===== config.mk =====
export PLATFORM = sky130hd
export DESIGN_NAME = mac_feeder
export DESIGN_NICKNAME = d
export VERILOG_FILES = /design/src/rtl/mac_pkg.sv /design/src/rtl/mac_feeder_buf.sv /design/src/rtl/mac_feeder.sv
export SDC_FILE = /design/constraint.sdc
export NUM_CORES = 1
export LEC_CHECK = 0
export BUFFER_PORTS_ARGS = -buffer_cell sky130_fd_sc_hd__buf_2
export CAP_MARGIN = 5
export CORE_MARGIN = 1
export CORE_UTILIZATION = 41
export DETAILED_ROUTE_END_ITERATION = 7
export HOLD_SLACK_MARGIN = 0.15
export MAX_ROUTING_LAYER = met4
export PLACE_DENSITY = 0.59
export REMOVE_ABC_BUFFERS = 1
export SLEW_MARGIN = 40
export SYNTH_ARGS = -nofsm -noshare
export SYNTH_HDL_FRONTEND = slang
export SYNTH_SLANG_ARGS = --single-unit

===== constraint.sdc =====
create_clock -name clk -period 5.35 [get_ports clk]
set_input_delay 1.07 -clock clk [delete_from_list [all_inputs] [get_ports clk]]
set_output_delay 1.07 -clock clk [all_outputs]
set_load 0.02 [all_outputs]

===== src/rtl/mac_pkg.sv =====
// Shared types for the MAC operand feeder: sequencer states, default sizing,
// and the packed weight/activation pair.
package mac_pkg;

  localparam int N_DEF     = 8;
  localparam int DEPTH_DEF = 8;

  typedef enum logic [2:0] {
    IDLE,
    CLEAR,
    STREAM,
    DRAIN,
    HOLD
  } state_t;

  typedef struct packed {
    logic signed [N_DEF-1:0] w;
    logic signed [N_DEF-1:0] x;
  } pair_t;

endpackage


===== src/rtl/mac_feeder_buf.sv =====
// Operand buffer: DEPTH entries of {w, x}, one synchronous write port and one
// combinational read port driven by the stream counter.
module mac_feeder_buf
  import mac_pkg::*;
#(
  parameter int N     = N_DEF,
  parameter int DEPTH = DEPTH_DEF
) (
  input  logic                     clk,
  input  logic                     wr_en,
  input  logic [$clog2(DEPTH)-1:0] wr_addr,
  input  logic [N-1:0]             wr_w,
  input  logic [N-1:0]             wr_x,
  input  logic [$clog2(DEPTH)-1:0] rd_addr,
  output logic [N-1:0]             rd_w,
  output logic [N-1:0]             rd_x
);

  logic [2*N-1:0] mem_q [DEPTH];

  // NOTE: storage arrays carry no reset; resetting them would turn the array
  // into DEPTH*2N individually reset flops, and nothing reads an entry before
  // the controller has written it.
  always_ff @(posedge clk) begin
    if (wr_en) begin
      mem_q[wr_addr] <= {wr_w, wr_x};
    end
  end

  assign rd_w = mem_q[rd_addr][2*N-1:N];
  assign rd_x = mem_q[rd_addr][N-1:0];

endmodule


===== src/rtl/mac_feeder.sv =====
// Operand sequencer / result collector driving one mac_Nbits accumulator.
// Optional MAC_FEEDER_OVF_EN adds a wide shadow sum and a res_ovf flag.
module mac_feeder
  import mac_pkg::*;
#(
  parameter int N     = N_DEF,
  parameter int DEPTH = DEPTH_DEF
) (
  input  logic                     clk,
  input  logic                     rst,
  input  logic                     wr_en,
  input  logic [$clog2(DEPTH)-1:0] wr_addr,
  input  logic [N-1:0]             wr_w,
  input  logic [N-1:0]             wr_x,
  input  logic                     start,
  input  logic [$clog2(DEPTH):0]   len,
  output logic                     busy,
  output logic                     mac_rst_n,
  output logic                     mac_en,
  output logic [N-1:0]             mac_w,
  output logic [N-1:0]             mac_x,
  input  logic [2*N-1:0]           mac_out,
  output logic                     res_valid,
  input  logic                     res_ready,
`ifdef MAC_FEEDER_OVF_EN
  output logic                     res_ovf,
`endif
  output logic [2*N-1:0]           res_data
);

  localparam int AW = $clog2(DEPTH);
  localparam int LW = AW + 1;

  state_t         state_q,     state_d;
  logic [LW-1:0]  cnt_len_q,   cnt_len_d;
  logic [LW-1:0]  idx_q,       idx_d;
  logic           mac_rst_n_q, mac_rst_n_d;
  logic           mac_en_q,    mac_en_d;
  logic [N-1:0]   mac_w_q,     mac_w_d;
  logic [N-1:0]   mac_x_q,     mac_x_d;
  logic [2*N-1:0] res_data_q,  res_data_d;
  logic [N-1:0]   rd_w, rd_x;

  mac_feeder_buf #(.N(N), .DEPTH(DEPTH)) u_buf (
    .clk     (clk),
    .wr_en   (wr_en && (state_q == IDLE)),
    .wr_addr (wr_addr),
    .wr_w    (wr_w),
    .wr_x    (wr_x),
    .rd_addr (idx_q[AW-1:0]),
    .rd_w    (rd_w),
    .rd_x    (rd_x)
  );

  // NOTE: every signal written here gets a default first, so no path through
  // the case statement can leave one unassigned and infer a latch.
  always_comb begin
    state_d    = state_q;
    cnt_len_d  = cnt_len_q;
    idx_d      = idx_q;
    res_data_d = res_data_q;
    mac_w_d    = '0;
    mac_x_d    = '0;

    unique case (state_q)
      IDLE: begin
        if (start) begin
          cnt_len_d = (len > LW'(DEPTH)) ? LW'(DEPTH) : len;
          idx_d     = '0;
          state_d   = CLEAR;
        end
      end
      CLEAR:  state_d = (cnt_len_q != '0) ? STREAM : DRAIN;
      STREAM: if (idx_q == cnt_len_q) state_d = DRAIN;
      DRAIN: begin
        res_data_d = mac_out;
        state_d    = HOLD;
      end
      HOLD:   if (res_ready) state_d = IDLE;
      default: state_d = IDLE;
    endcase

    // MAC-facing outputs are registered, so they are derived from the state
    // being entered; idx_q counts pairs already issued.
    if (state_d == STREAM) begin
      mac_w_d = rd_w;
      mac_x_d = rd_x;
      idx_d   = idx_q + LW'(1);
    end
    mac_en_d    = (state_d == STREAM);
    mac_rst_n_d = (state_d != CLEAR);
  end

  // NOTE: sequential state uses non-blocking assignments so every flop
  // samples pre-edge values regardless of process ordering.
  always_ff @(posedge clk) begin
    if (rst) begin
      state_q     <= IDLE;
      cnt_len_q   <= '0;
      idx_q       <= '0;
      mac_rst_n_q <= 1'b0;
      mac_en_q    <= 1'b0;
      mac_w_q     <= '0;
      mac_x_q     <= '0;
      res_data_q  <= '0;
    end else begin
      state_q     <= state_d;
      cnt_len_q   <= cnt_len_d;
      idx_q       <= idx_d;
      mac_rst_n_q <= mac_rst_n_d;
      mac_en_q    <= mac_en_d;
      mac_w_q     <= mac_w_d;
      mac_x_q     <= mac_x_d;
      res_data_q  <= res_data_d;
    end
  end

  assign busy      = (state_q != IDLE);
  assign res_valid = (state_q == HOLD);
  assign mac_rst_n = mac_rst_n_q;
  assign mac_en    = mac_en_q;
  assign mac_w     = mac_w_q;
  assign mac_x     = mac_x_q;
  assign res_data  = res_data_q;

`ifdef MAC_FEEDER_OVF_EN
  localparam int SW = 2 * N + AW;

  logic signed [SW-1:0]  shadow_q, shadow_d;
  logic                  res_ovf_q, res_ovf_d;
  logic signed [2*N-1:0] prod;
  logic [AW:0]           shadow_top;

  // Mirrors the MAC's timing: it accumulates exactly the pairs it sees with en.
  always_comb begin
    prod       = $signed(mac_w_q) * $signed(mac_x_q);
    shadow_top = shadow_q[SW-1:2*N-1];
    shadow_d   = shadow_q;
    res_ovf_d  = res_ovf_q;
    if (state_q == CLEAR) begin
      shadow_d = '0;
    end else if (mac_en_q) begin
      shadow_d = shadow_q + SW'(prod);
    end
    if (state_q == DRAIN) begin
      res_ovf_d = !((&shadow_top) || (~|shadow_top));
    end
  end

  always_ff @(posedge clk) begin
    if (rst) begin
      shadow_q  <= '0;
      res_ovf_q <= 1'b0;
    end else begin
      shadow_q  <= shadow_d;
      res_ovf_q <= res_ovf_d;
    end
  end

  assign res_ovf = res_ovf_q;
`endif

endmodule


# Word level (Yosys, flattened, before mapping)
# Memory sizes are Yosys's and may differ from the RTL's. A register that Yosys moved wholly into a read port is not among the register bits.
# Cells that the tools add are included.
# word_totals
ff_bits	29
latchBits	0
mem_bits_rw	128
romBits	0
in_bits	44
output_inout_bits	36
wordCells	37
memories	1
# mem_list
name	words	word_bits	read_ports	rd_clocked_by_memory_dff	write_ports	line	rtl
u_buf.mem_q	8	16	1	1	1	mac_feeder_buf.sv:19	logic [2*N-1:0] mem_q [DEPTH];
# op_classes
addsub	1
n_mul	0
div	0
order_cmp	1
n_eq_ne	7
shift	0
n_mux	11
bitwise_logic	1
n_reduce_logical	9
# ops
operator	n
$mux 4	4
$pmux 3 s5	1
$eq 3x2->1 const B	3
$mux 3	3
$add 4x1->4 const B	1
$eq 4x4->1	1
$gt 4x4->1 const B	1
$reduce_and 2->1	2
$reduce_bool 2->1	2
$reduce_bool 4->1	1
$eq 3x1->1 const B	1
$eq 3x3->1 const B	1
$logic_not 3->1	1
$mux 1	3
$ne 3x1->1 const B	1
$reduce_bool 3->1	1
$reduce_or 2->1	1
$logic_and 1x1->1	1
$not 1->1	1

# Logic depth before layout (Yosys ltp)
# depth
ltp_word	6
mapped_depth	7
depth_no_buf	5

# Hierarchy
# From an unflattened synthesis, not the netlist that was laid out.
# unflattened
hier_cells	371
hier_area_um2	6635.1
# modules_own_cells
module	instances	cells_per_inst	area_each_um2	seq_area_each_um2
mac_feeder_buf	1	198	4973.5	3843.7
mac_feeder	1	173	1661.6	900.9

# Worst setup path after synthesis
# Ideal clock, no wire load.
# synth_path
kind	input-to-reg
start	in wr_addr[0]
end	mem u_buf.mem_q[0][0] (netlist bit) (enable)
setup_ns	0.409
t_arrival_ns	2.420
t_required_ns	4.941
setup_slack_ns	2.521
path_stages	2
n_path_buf	0
path_cell_list	nand3b_1 -> nor3_1
# synth_lines
element	line	rtl
start, declared	mac_feeder.sv:12	input logic [$clog2(DEPTH)-1:0] wr_addr,
end, declared	mac_feeder_buf.sv:19	
# No word-level cell before the write port.

# Worst setup path in the final report
# layout_path
start	reg state_q[2]
end	out res_valid
# layout_between
elab_chain_len	1
# layout_rtl
element	line	rtl
start, declared	mac_feeder.sv:34	state_t state_q, state_d;
start signal, assigned	mac_feeder.sv:107	state_q <= state_d;
$eq 3x3->1	mac_feeder.sv:119	assign res_valid = (state_q == HOLD);
end, declared	mac_feeder.sv:23	output logic res_valid,
# No other way between the ends.

==> results.sh <==
export IMPL_final_util_pct=49.9
export IMPL_ctsLongestPathBuffers=2
export IMPL_die_x_um=127
export IMPL_cts_tree="built"
export IMPL_rows=45
export IMPL_ir_worst_vdd_mv=0.292
export IMPL_hold_viol_final=0
export IMPL_hold_class="reg2reg"
export IMPL_rr_worst_depth=4
export IMPL_synth_top_family_by_area="multiplexers"
export IMPL_antenna_left=0
export IMPL_slew_violations=0
export IMPL_worstSetupEndpoint="res_valid"
export IMPL_worstSetupEndpointType="output pin"
export IMPL_syn2layout_area_growth_pct=18.8
export IMPL_startpoint="state_q[2]"
export IMPL_design_die_area_sq_um=16100
export IMPL_final_nets=504
export IMPL_io_pins=80
export IMPL_yosys_register_bits=173
export IMPL_place_congestion=0.700
export IMPL_critPathKind="reg2out"
export IMPL_cts_resized=0
export IMPL_syn_area_per_cell_sq_um=17.3
export IMPL_yosysSeqAreaShare_pct=74.3
export IMPL_clock_fmax_ghz=0.405
export IMPL_p_leak_uw=0.00267
export IMPL_avgViaCountPerCell=5.17
export IMPL_cts_buffers=17
export IMPL_initial_core_util_pct=42.0
export IMPL_drt_iter0_markers=248
export IMPL_finalClockSkew_ps=8.15
export IMPL_drive_above_1_share_pct=33.5
export IMPL_syn_inst=369
export IMPL_clock_sinks=173
export IMPL_io_buffers=79
export IMPL_htreeDepth=4
export IMPL_antenna_found_initial=1
export IMPL_yosysWarnings=0
export IMPL_clk_pin_slew_ps=60
export IMPL_grt_pass1_wl_mm=18.8
export IMPL_timing_worst_slew_pin_value_ps=705
export IMPL_drt_total_wl_mm=12.1
export IMPL_via_count=3420
export IMPL_post_drt_wl_per_cell_um=18.3
export IMPL_clk_latency_ps=420
export IMPL_fin_crit_sh_pct=46.2
export IMPL_crit_fanout=8
export IMPL_period_needed_ps=2470
export IMPL_r2r_start="state_q[2]"
export IMPL_synth_compound_area_share_pct=2.08
export IMPL_r2r_slack_ps=3210
export IMPL_r2r_end="u_buf.mem_q[4][5]"
export IMPL_drt_drc_violations_left=0
export IMPL_synth_cell_types=31
export IMPL_drt_first_pass_iters=4
export IMPL_cap_violations=0
export IMPL_hold_buffers=0
export IMPL_grt_setup_unrepaired="false"
export IMPL_muxShareOfSynthArea_pct=14.3
export IMPL_clockRootBuffer="clkbuf_16"
export IMPL_grt_ovfl_total=0
export IMPL_relSlewSlack_pct=53.0
export IMPL_grt_max_degree=38
export IMPL_required_ps=4280
export IMPL_core_area_sq_um=15200
export IMPL_yosys_area_share_simple_pct=6.90
export IMPL_p_per_area_nw_per_um2=436
export IMPL_grt_pass1_vias=3459
export IMPL_hpwl_mm=7.18
export IMPL_synthXorXnorAreaFrac_pct=0.686
export IMPL_cp_arrival_ps=1400
export IMPL_setup_tns_ps=0
export IMPL_critPathLaunchType="register"
export IMPL_die_y_um=127
export IMPL_post_cts_buffers=0
export IMPL_syn_area_sq_um=6380
export IMPL_synth_adder_area_share_pct=0.196
export IMPL_setup_viol=0
export IMPL_grt_usage_pct=16.8
export IMPL_outcome="finished clean"
==> registers in the layout (all words and copies together) (netlist names) <==
signal	cells
state_q	3
idx_q	4
u_buf.mem_q	128
mac_x	8
mac_en	1
mac_w	8
cnt_len_q	4
res_data	16
mac_rst_n	1
==> stage by stage <==
step / area, sq um / setup slack (ps) / hold WS [ps] / cells / total power, uW
2_1_floorplan: 6290 / 2520 / 458 / 350 / 2000
3_3_place_gp: 7020 / 2800 / 440 / 628 / 2190
5_1_grt: 7580 / 2760 / 468 / 661 / 3460
4_1_cts: 7580 / 2860 / 459 / 660 / 3350
3_5_place_dp: 7020 / 2730 / 450 / 628 / 2190
6_report: 7580 / 2880 / 456 / 661 / 3310
==> how the worst min path moves through the flow <==
stage                       from           end  cells past startpoint
finish               res_data[6]   res_data[6]                      2
floorplan               idx_q[3]      idx_q[3]                      2
global route         res_data[0]   res_data[0]                      2
global placement    res_data[13]  res_data[13]                      2
detailed placement   res_data[3]   res_data[3]                      2
CTS                  res_data[0]   res_data[0]                      2
==> layout make-up <==
type                       count  area [sq um]
clock buffer                  21           470
clock inverter                11          91.3
tap                          188           235
inverter                       2          7.51
antenna                        1          2.50
fill                        1269          7620
multi-input combinational    175          1550
sequential                   173          4750
timing repair buffer          90           478
==> cell usage after synthesis <==
| master | n | area share (%) |
|---|---|---|
| nand2b_1 | 6 | 0.59 |
| buf_1 | 1 | 0.059 |
| dfxtp_1 | 45 | 14 |
| a21oi_1 | 23 | 1.8 |
| nor2_1 | 26 | 1.5 |
| xnor2_1 | 1 | 0.14 |
| buf_4 | 1 | 0.12 |
| mux2i_1 | 19 | 3.0 |
| clkbuf_1 | 9 | 0.53 |
| buf_2 | 7 | 0.55 |
| nand3b_1 | 2 | 0.24 |
| nand3_1 | 4 | 0.31 |
| nor4_2 | 1 | 0.20 |
| inv_1 | 2 | 0.12 |
| nor3_1 | 4 | 0.31 |
| a21oi_2 | 1 | 0.14 |
| nand2_1 | 39 | 2.3 |
| buf_6 | 1 | 0.18 |
| nor3b_1 | 4 | 0.47 |
| ha_1 | 1 | 0.20 |
| mux4_2 | 32 | 11 |
| or4b_1 | 1 | 0.16 |
| and3_1 | 1 | 0.098 |
| o2bb2ai_1 | 1 | 0.14 |
| and2_1 | 1 | 0.098 |
| xor2_1 | 4 | 0.55 |
| nor4b_1 | 1 | 0.14 |
| nor3_2 | 1 | 0.16 |
| edfxtp_1 | 128 | 60 |
| nand2_4 | 1 | 0.18 |
| and3b_1 | 1 | 0.14 |
==> routing by layer <==
metal  share of wire (%)  GRT usage [%]  up-vias
li1                    -              -     1580
met1                  44           20.2     1728
met2                  49           26.6      100
met3                 5.7           5.48       12
met4                 1.4           6.16        0
met5                   0              -        -
==> critical path: stages, from the launching register on <==
cell and delay, ps:
dfxtp_1 440, nor3b_1 310, buf_2 230
==> where the power goes <==
part / internal (uW) / switching (uW)
registers: 1550 / 41.2
clock network: 674 / 481
logic: 222 / 340
total: 2440 / 862
==> cells in the final DEF, fill, tap and decap left out, types with 3 or more instances in the layout <==
master and count:
mux2i_1 19, clkbuf_16 17, nor3b_1 4, buf_2 79
xor2_1 4, nand3_1 4, a21oi_1 23, clkbuf_8 3
edfxtp_1 128, clkinv_2 4, nand2b_1 6, dfxtp_1 44
nor3_2 3, nor2_1 26, mux4_2 32, nand2_1 39
buf_4 11
==> cell families after synthesis <==
| group | count (synthesis) |
|---|---|
| flops | 173 |
| mux | 51 |
| simple gates | 93 |
| fa+ha+maj | 1 |
| buf+inv | 21 |
| xor+xnor | 5 |
| compound gates | 25 |
Power figures use the tool's default switching activity.
